File: src/rtl/shift_add_mul_if.sv
// Operand/result bundle for shift_add_mul: the start strobe and operands
// enter through the slave side, and the working registers and status leave it.
interface shift_add_mul_if #(
  parameter int W = 4
);
  // ld is a fire-and-forget start strobe with no ready. Whenever ld is high
  // at a rising clk the operands a/b are taken and any running product is
  // dropped. done is a one-cycle valid for ra, and ra then holds until the
  // next ld. busy is high only while iterating.
  logic           ld;
  logic [W-1:0]   a;
  logic [W-1:0]   b;
  logic [2*W-1:0] ra;
  logic [2*W-1:0] rb;
  logic [W-1:0]   ry;
  logic           busy;
  logic           done;

  modport master (
    output ld, a, b,
    input  ra, rb, ry, busy, done
  );

  modport slave (
    input  ld, a, b,
    output ra, rb, ry, busy, done
  );
endinterface

File: src/rtl/shift_add_mul.sv
// Iterative shift-and-add multiplier: W steps per product, one bit of the multiplier per step.
// Define SHIFT_ADD_MUL_SIGNED_EN for two's-complement operands (sign-magnitude inside).
module shift_add_mul #(
  parameter int W = 4
) (
  input  logic                clk,
  input  logic                rst,
  shift_add_mul_if.slave      bus,
  output logic [1:0]          state_o
);

  localparam int CW = $clog2(W) + 1;
  localparam logic [CW-1:0] CNT_ONE  = CW'(1);
  localparam logic [CW-1:0] CNT_LAST = CW'(W - 1);

  typedef enum logic [1:0] {
    IDLE = 2'd0,
    RUN  = 2'd1,
    DONE = 2'd2
  } state_t;

  state_t          state_q;
  logic [2*W-1:0]  ra_q;
  logic [2*W-1:0]  rb_q;
  logic [W-1:0]    ry_q;
  logic [CW-1:0]   cnt_q;
  logic            busy_q;
  logic            done_q;

  logic [W-1:0]    a_load;
  logic [W-1:0]    b_load;
  logic [2*W-1:0]  addend;
  logic [2*W-1:0]  step_sum;
  logic [2*W-1:0]  final_sum;
  logic            last_step;

  assign addend    = ry_q[0] ? rb_q : '0;
  assign step_sum  = ra_q + addend;
  assign last_step = (cnt_q == CNT_LAST);

`ifdef SHIFT_ADD_MUL_SIGNED_EN
  logic neg_q;

  // Magnitudes are taken as W-bit unsigned, so the most negative value maps
  // to 2^(W-1) and still fits; the sign is reapplied on the last step only.
  always_comb begin
    a_load = bus.a[W-1] ? (~bus.a + {{(W-1){1'b0}}, 1'b1}) : bus.a;
    b_load = bus.b[W-1] ? (~bus.b + {{(W-1){1'b0}}, 1'b1}) : bus.b;
  end

  assign final_sum = neg_q ? (~step_sum + {{(2*W-1){1'b0}}, 1'b1}) : step_sum;

  always_ff @(posedge clk or negedge rst) begin
    if (!rst) begin
      neg_q <= 1'b0;
    end else if (bus.ld) begin
      neg_q <= bus.a[W-1] ^ bus.b[W-1];
    end
  end
`else
  assign a_load    = bus.a;
  assign b_load    = bus.b;
  assign final_sum = step_sum;
`endif

  always_ff @(posedge clk or negedge rst) begin
    if (!rst) begin
      state_q <= IDLE;
      ra_q    <= '0;
      rb_q    <= '0;
      ry_q    <= '0;
      cnt_q   <= '0;
      busy_q  <= 1'b0;
      done_q  <= 1'b0;
    end else if (bus.ld) begin
      state_q <= RUN;
      ra_q    <= '0;
      rb_q    <= {{W{1'b0}}, a_load};
      ry_q    <= b_load;
      cnt_q   <= '0;
      busy_q  <= 1'b1;
      done_q  <= 1'b0;
    end else begin
      case (state_q)
        RUN: begin
          rb_q  <= rb_q << 1;
          ry_q  <= ry_q >> 1;
          cnt_q <= cnt_q + CNT_ONE;
          if (last_step) begin
            ra_q    <= final_sum;
            state_q <= DONE;
            busy_q  <= 1'b0;
            done_q  <= 1'b1;
          end else begin
            ra_q    <= step_sum;
          end
        end
        DONE: begin
          state_q <= IDLE;
          busy_q  <= 1'b0;
          done_q  <= 1'b0;
        end
        default: begin
          state_q <= IDLE;
          busy_q  <= 1'b0;
          done_q  <= 1'b0;
        end
      endcase
    end
  end

  assign bus.ra   = ra_q;
  assign bus.rb   = rb_q;
  assign bus.ry   = ry_q;
  assign bus.busy = busy_q;
  assign bus.done = done_q;
  assign state_o  = state_q;

endmodule
File: src/flat_wrapper.sv
// flat-port wrapper written by rule: the top's interface ports become plain ports
module shift_add_mul_flat 
#(
  parameter int W = 4
)
  (clk, rst, state_o, bus_ld, bus_a, bus_b, bus_ra, bus_rb, bus_ry, bus_busy, bus_done);
  shift_add_mul_if #(.W(W)) bus_i ();
  input  logic clk;
  input  logic rst;
  output logic [1:0] state_o;
  input wire logic [$bits(bus_i.ld)-1:0] bus_ld;
  input wire logic [$bits(bus_i.a)-1:0] bus_a;
  input wire logic [$bits(bus_i.b)-1:0] bus_b;
  output wire logic [$bits(bus_i.ra)-1:0] bus_ra;
  output wire logic [$bits(bus_i.rb)-1:0] bus_rb;
  output wire logic [$bits(bus_i.ry)-1:0] bus_ry;
  output wire logic [$bits(bus_i.busy)-1:0] bus_busy;
  output wire logic [$bits(bus_i.done)-1:0] bus_done;
  assign bus_i.ld = bus_ld;
  assign bus_i.a = bus_a;
  assign bus_i.b = bus_b;
  assign bus_ra = bus_i.ra;
  assign bus_rb = bus_i.rb;
  assign bus_ry = bus_i.ry;
  assign bus_busy = bus_i.busy;
  assign bus_done = bus_i.done;
  shift_add_mul #(.W(W)) u_core (.clk(clk), .rst(rst), .bus(bus_i), .state_o(state_o));
endmodule
File: config.mk
export PLATFORM = sky130hd
export DESIGN_NAME = shift_add_mul_flat
export DESIGN_NICKNAME = d
export VERILOG_FILES = /design/src/rtl/shift_add_mul_if.sv /design/src/rtl/shift_add_mul.sv /design/src/flat_wrapper.sv
export SDC_FILE = /design/constraint.sdc
export NUM_CORES = 1
export LEC_CHECK = 0
export CAP_MARGIN = 20
export CORE_MARGIN = 2
export CORE_UTILIZATION = 62
export CTS_BUF_LIST = sky130_fd_sc_hd__clkbuf_4 sky130_fd_sc_hd__clkbuf_8 sky130_fd_sc_hd__clkbuf_16
export CTS_CLUSTER_SIZE = 20
export DETAILED_ROUTE_END_ITERATION = 8
export DONT_BUFFER_PORTS = 1
export PLACE_DENSITY = 0.79
export SETUP_SLACK_MARGIN = 0.5
export SYNTH_ARGS = -nofsm -noshare
export SYNTH_HDL_FRONTEND = slang
export SYNTH_SLANG_ARGS = --single-unit
File: constraint.sdc
create_clock -name clk -period 3.7 [get_ports clk]
set_input_delay 0.555 -clock clk [delete_from_list [all_inputs] [get_ports clk]]
set_output_delay 0.555 -clock clk [all_outputs]
set_load 0.02 [all_outputs]
==> results of run 1 <==
==> through the flow <==
step           cells  setup slack [ns]
2_1_floorplan    149              1.45
3_3_place_gp     169              1.36
3_5_place_dp     169              1.28
4_1_cts          174              1.26
5_1_grt          174              1.16
6_report         174              1.28
==> cells in the mapped netlist <==
library cell  instances  area [sq um]
mux2_1                1          11.3
a21o_2                1          8.76
a211oi_1              2          15.0
nand3_1               3          15.0
nand2_1              33           124
a211o_2               1          10.0
dfrtp_1              25           626
o21ai_0              10          50.1
xnor2_1               3          26.3
buf_2                 1          5.00
o31ai_2               1          12.5
nor3_1                1          5.00
ha_1                  9           113
fa_1                  1          20.0
o21ai_1               1          5.00
a211oi_2              1          12.5
mux2i_1               8          80.1
nor2b_1               2          12.5
nand4_1               1          6.26
and2_1                7          43.8
o21bai_1              1          7.51
and3_1                1          6.26
o211ai_1              1          7.51
buf_4                 2          15.0
nand2b_1              1          6.26
a211oi_4              1          20.0
clkbuf_1              6          22.5
or4_1                 1          7.51
a32oi_1               1          8.76
nor2_1                5          18.8
a21o_1                1          7.51
inv_1                 3          11.3
a21oi_1              12          60.1
and4_1                1          8.76
==> metal layers <==
layer | global-route usage [%] | vias up | wire length (um) | share of wire (%)
met5 | 0 | - | 0 | 0
met4 | 5.26 | 0 | 11 | 0.41
met3 | 6.32 | 2 | 167 | 6.2
met2 | 36.8 | 38 | 1300 | 48
met1 | 30.7 | 479 | 1200 | 45
li1 | - | 507 | - | -
==> logic make-up (layout without fill, tap and decap cells) <==
| family | count (synthesis) | count (layout) |
|---|---|---|
| XOR/XNOR | 3 | 3 |
| flip-flops | 25 | 25 |
| adder cells (fa/ha/maj) | 10 | 10 |
| multiplexers | 9 | 9 |
| AO/OA/AOI/OAI | 34 | 34 |
| buffers and inverters | 12 | 9 |
| AND/OR/NAND/NOR | 56 | 56 |
==> final timing paths <==
path	start	to	depth (start not counted)
worst max-delay path	u_core.bus.ry[0]$_DFFE_PN0P_	u_core.bus.ra[7]$_DFFE_PN0P_	7
worst min-delay path	rst	u_core.bus.ry[0]$_DFFE_PN0P_	1
worst max register to register	u_core.bus.ry[0]$_DFFE_PN0P_	u_core.bus.ra[7]$_DFFE_PN0P_	7
worst min register to register	u_core.cnt_q[1]$_DFFE_PN0P_	u_core.cnt_q[1]$_DFFE_PN0P_	2
max in group asynchronous	rst	u_core.bus.ra[5]$_DFFE_PN0P_	1
min in group clk	bus_ld	u_core.bus.ra[1]$_DFFE_PN0P_	1
==> cell type report <==
type / instances / area, sq um / share of cell area, %
Timing Repair Buffer: 2 / 27.5 / 1.89
Clock inverter: 1 / 5.00 / 0.344
Tap cell: 28 / 35.0 / 2.41
Inverter: 3 / 11.3 / 0.773
Clock buffer: 3 / 22.5 / 1.55
Multi-Input combinational cell: 112 / 729 / 50.1
Sequential cell: 25 / 626 / 43.0
==> power breakdown <==
| group | leakage, nW | total (mW) | internal [mW] | switching [mW] |
|---|---|---|---|---|
| registers | 0.326 | 0.447 | 0.328 | 0.119 |
| logic | 0.368 | 0.266 | 0.114 | 0.151 |
| clock network | 0.0177 | 0.123 | 0.0404 | 0.0829 |
==> state kept, by name, summed over array words and instances (netlist names) <==
signal and flops:
u_core.bus.done 1, u_core.bus.ry 4, u_core.bus.ra 8, u_core.bus.rb 8, u_core.state_o 1, u_core.cnt_q 3
==> impl_metrics.ini, run 1 <==
[run_status]
status = complete, no violations

[sta]
timing.fmax_mhz = 413
setup_viol = 0
fin_crit_ns = 2.42
fin_crit_sh_pct = 65.4
worstMarginPinSlew_ns = 0.710
skew_ns = 0.00580
relSlewSlack_pct = 52.7
tns_ns = 0
rsz0062_at_grt = no
maxSlewViolCount = 0
hold_ws_ns = 0.0234
finalHoldViolations = 0

[synthesis]
seq_area_frac_synth_pct = 44.4
synth_compound_area_share_pct = 16.0
syn-cell-area_sq_um = 1410
synthXorXnorAreaFrac_pct = 1.87
synth.distinct_cells = 34
synthAdderAreaFrac_pct = 9.41
yosys_warnings = 0
netlist_instances = 149
synthSimpleGateAreaFrac_pct = 18.0
synth_mux_area_share_pct = 6.48
synth_top_family_by_area = simple AND/OR/NAND/NOR gates
syn_avg_cell_area_sq_um = 9.46
synth.net_count = 170
yosys_register_bits = 25

[clocking]
clk_pin_slew_worst_paths_ns = 0.14
htreeDepth = 1
numClockSinks = 25
cts_tree = built
cts_hold_buf = 1
ctsLongestPathBuffers = 2
post_cts_resized = 0
numCtsBuffers = 3
root_buffer = clkbuf_4
post_cts_buffers = 0
clock_latency_ns = 0.31

[critical_path]
r2r_slack_ns = 1.28
worstPathCellList = and2_1 -> ha_1 -> a211oi_4 -> o31ai_2 -> a211oi_2 -> mux2i_1 -> mux2_1
worstPathArrival_ns = 2.63
cp.required_ns = 3.91
critical_path.max_stage_delay_ns = 0.63
path_max_fanout = 11
crit_buf_inv = 0
path_class = reg -> reg
path_delay_family = flip-flops
worstSetupStartpointType = flop
cpMaxStageDelayCell = dfrtp_1
critPathCaptureType = flop

[layout]
syn2layout_area_growth_pct = 3.38
design_area_sq_um = 1460
final_common_cell = nand2_1
layout_common_cells = 33 x nand2_1, 25 x dfrtp_1, 12 x a21oi_1, 10 x o21ai_0, 9 x ha_1
nNetsFinal = 168
drive_above_1_share_pct = 7.53
fill_cells = 189
diodes = 0
final_util_pct = 67.1

[routing]
drc = 0
via_count = 1026
first_pass_iters = 6
routedWlPerCell_um = 15.4
drtIter0Drc = 17
finalWirelength_mm = 2.68
drtAntennaViolNets = 0
vias_per_cell = 5.90

[global_route]
antenna_found_initial = 0
track_usage_pct = 22.8
gr-total-overflow = 0
grt_pass1_vias = 976
grt_max_degree = 34
grt_pass1_wl_mm = 4.50

[place]
hpwl_mm = 1.89
dpl_cell_area_sq_um = 1410
gp_congestion = 0.868
place.port_buffers = 0

[floorplanning]
fp.dieW_um = 51.7
die_area_sq_um = 2670
fp-row-count = 17
die_y_um = 51.7
core_area_sq_um = 2170
initial_core_util_pct = 64.9
ioPinCount = 35

[pwr]
leakage_nw = 0.711
finalPower_mw = 0.836
ir_drop_mv = 0.373
cellPowerDensity_nw_per_um2 = 574

[flow_run]
drv_cap = 0

[hold_path]
hold_class = in -> async
Note: power is estimated with default switching activity, not from simulation.
==> run 2, diff against run 1 <==
--- a/config.mk
+++ b/config.mk
@@ -7,12 +7,12 @@
 export LEC_CHECK = 0
 export CAP_MARGIN = 20
 export CORE_MARGIN = 2
-export CORE_UTILIZATION = 62
+export CORE_UTILIZATION = 55
 export CTS_BUF_LIST = sky130_fd_sc_hd__clkbuf_4 sky130_fd_sc_hd__clkbuf_8 sky130_fd_sc_hd__clkbuf_16
 export CTS_CLUSTER_SIZE = 20
 export DETAILED_ROUTE_END_ITERATION = 8
 export DONT_BUFFER_PORTS = 1
-export PLACE_DENSITY = 0.79
+export PLACE_DENSITY = 0.74
 export SETUP_SLACK_MARGIN = 0.5
 export SYNTH_ARGS = -nofsm -noshare
 export SYNTH_HDL_FRONTEND = slang
==> constraint.sdc (replaced) <==
create_clock -name clk -period 2.1 [get_ports clk]
set_input_delay 0.315 -clock clk [delete_from_list [all_inputs] [get_ports clk]]
set_output_delay 0.315 -clock clk [all_outputs]
set_load 0.02 [all_outputs]
==> run 2 against run 1 <==
Critical path depth up 1. Routed wire length up 25%. Critical path type unchanged. Sequential power up 56%.
==> impl_metrics.ini, run 2 (same netlist as run 1, synthesis figures left out) <==
[run_status]
status = complete, no violations

[sta]
skew_ns = 0.0116
rsz0062_at_grt = yes
worst_slack_ns = 0.0376
worstMarginPinSlew_ns = 0.293
relSlewSlack_pct = 80.5
setup_viol = 0
fin_crit_sh_pct = 98.2
timing.fmax_mhz = 485
fin_crit_ns = 2.06
finalHoldViolations = 0
maxSlewViolCount = 0
hold_ws_ns = 0.0292

[routing]
drtIter0Drc = 15
first_pass_iters = 4
routedWlPerCell_um = 16.5
drc = 0
via_count = 1179
drtAntennaViolNets = 0
vias_per_cell = 5.81
finalWirelength_mm = 3.35

[floorplanning]
core_area_sq_um = 2450
fp-row-count = 18
die_area_sq_um = 2980
ioPinCount = 35
die_y_um = 54.6
fp.dieW_um = 54.6
initial_core_util_pct = 57.4

[critical_path]
cp.required_ns = 2.31
cpMaxStageDelayCell = dfrtp_2
path_delay_family = multiplexers
crit_buf_inv = 1
path_class = reg -> reg
worstPathCellList = buf_6 -> and2_4 -> ha_4 -> o21ai_4 -> o31ai_2 -> a211oi_2 -> mux2i_1 -> mux2_1
worstPathArrival_ns = 2.27
worstSetupStartpointType = flop
critical_path.max_stage_delay_ns = 0.47
path_max_fanout = 6
critPathCaptureType = flop

[clocking]
numClockSinks = 25
clk_pin_slew_worst_paths_ns = 0.15
numCtsBuffers = 3
cts_tree = built
clock_latency_ns = 0.32
root_buffer = clkbuf_4
htreeDepth = 1
ctsLongestPathBuffers = 2

[place]
place.port_buffers = 0
gp_congestion = 0.877
pre_cts_slack_ns = -0.0146
hpwl_mm = 2.21

[global_route]
gr-total-overflow = 0
grt_max_degree = 34
grt_pass1_wl_mm = 5.02
antenna_found_initial = 0
grt_pass1_vias = 1146
gr-usage-met1_pct = 27.5
grt_use_met3_pct = 5.19
top_usage_layer = met2
use_met2_pct = 44.2
track_usage_pct = 24.2

[pwr]
finalPower_mw = 1.82
cellPowerDensity_nw_per_um2 = 1020
ir_drop_mv = 0.730
leakage_nw = 0.833

[layout]
nNetsFinal = 195
final_common_cell = nand2_1
layout_common_cells = 33 x nand2_1, 26 x buf_4, 20 x dfrtp_1, 11 x a21oi_1, 9 x o21ai_0
diodes = 0
drive_above_1_share_pct = 31.2
fill_cells = 171
syn2layout_area_growth_pct = 26.6

[flow_run]
drv_cap = 0

[hold_path]
hold_class = in -> reg
[run 2: changes by cell type in the layout (fill, tap and decap cells not counted), moves of 3 or more]
cell / change
ha_1: -6
dfrtp_2: +5
buf_4: +25
and2_1: -3
and2_4: +3
dfrtp_1: -5
ha_4: +6
[run 2: timing repair]
item,4_1_cts,5_1_grt
setup endpoints to repair,6,7
gates resized for setup,9,3
hold endpoints to repair,25,0
pin swaps,10,5
setup buffers,8,0
hold buffers,2,0
[run 2: final timing paths]
kind	start	end	slack, ns	cells after the start
setup reg to reg	u_core.bus.ry[0]$_DFFE_PN0P_	u_core.bus.ra[7]$_DFFE_PN0P_	0.04	8
min in group asynchronous	rst	u_core.bus.ra[4]$_DFFE_PN0P_	0.41	2
max in group asynchronous	rst	u_core.bus.ry[0]$_DFFE_PN0P_	1.52	2
setup / recovery	u_core.bus.ry[0]$_DFFE_PN0P_	u_core.bus.ra[7]$_DFFE_PN0P_	0.04	8
hold / removal	bus_ld	u_core.bus.ra[1]$_DFFE_PN0P_	0.03	1
hold reg to reg	u_core.cnt_q[1]$_DFFE_PN0P_	u_core.cnt_q[1]$_DFFE_PN0P_	0.56	2
[run 2: metal layers]
layer / vias up / wire [um]
met3: 2 / 136
met5: - / 0
met1: 585 / 1460
li1: 561 / -
met2: 31 / 1730
met4: 0 / 19
[run 2: area by class of cell]
class / count / area [sq um] / share of cell area (%)
Multi-Input combinational cell: 112 / 837 / 46.9
Sequential cell: 25 / 632 / 35.4
Timing Repair Buffer: 29 / 236 / 13.3
Tap cell: 30 / 37.5 / 2.10
Clock buffer: 4 / 30.0 / 1.68
Inverter: 3 / 11.3 / 0.631
[run 2: worst reg2reg max path: stages, from the launching register on]
cell and delay [ns]:
dfrtp_2 0.47, buf_6 0.14, and2_4 0.14, ha_4 0.25, o21ai_4 0.14, o31ai_2 0.08
a211oi_2 0.20, mux2i_1 0.22, mux2_1 0.33
[run 2: stage by stage]
step                cell area (sq um)  TNS [ns]  std cells  util, %
floorplan                        1470         0        149        -
global placement                 1600         0        189     65.3
detailed placement               1600   -0.0160        189     65.3
CTS                              1750   -0.0174        203     71.4
global route                     1780   -0.0850        203     72.7
finish                           1780         0        203     72.7
[run 2: report_power, final]
part	total (mW)	switching, mW	internal (mW)
clock	0.237	0.150	0.0871
combinational	0.885	0.476	0.409
sequential	0.697	0.115	0.582
total	1.82	0.740	1.08
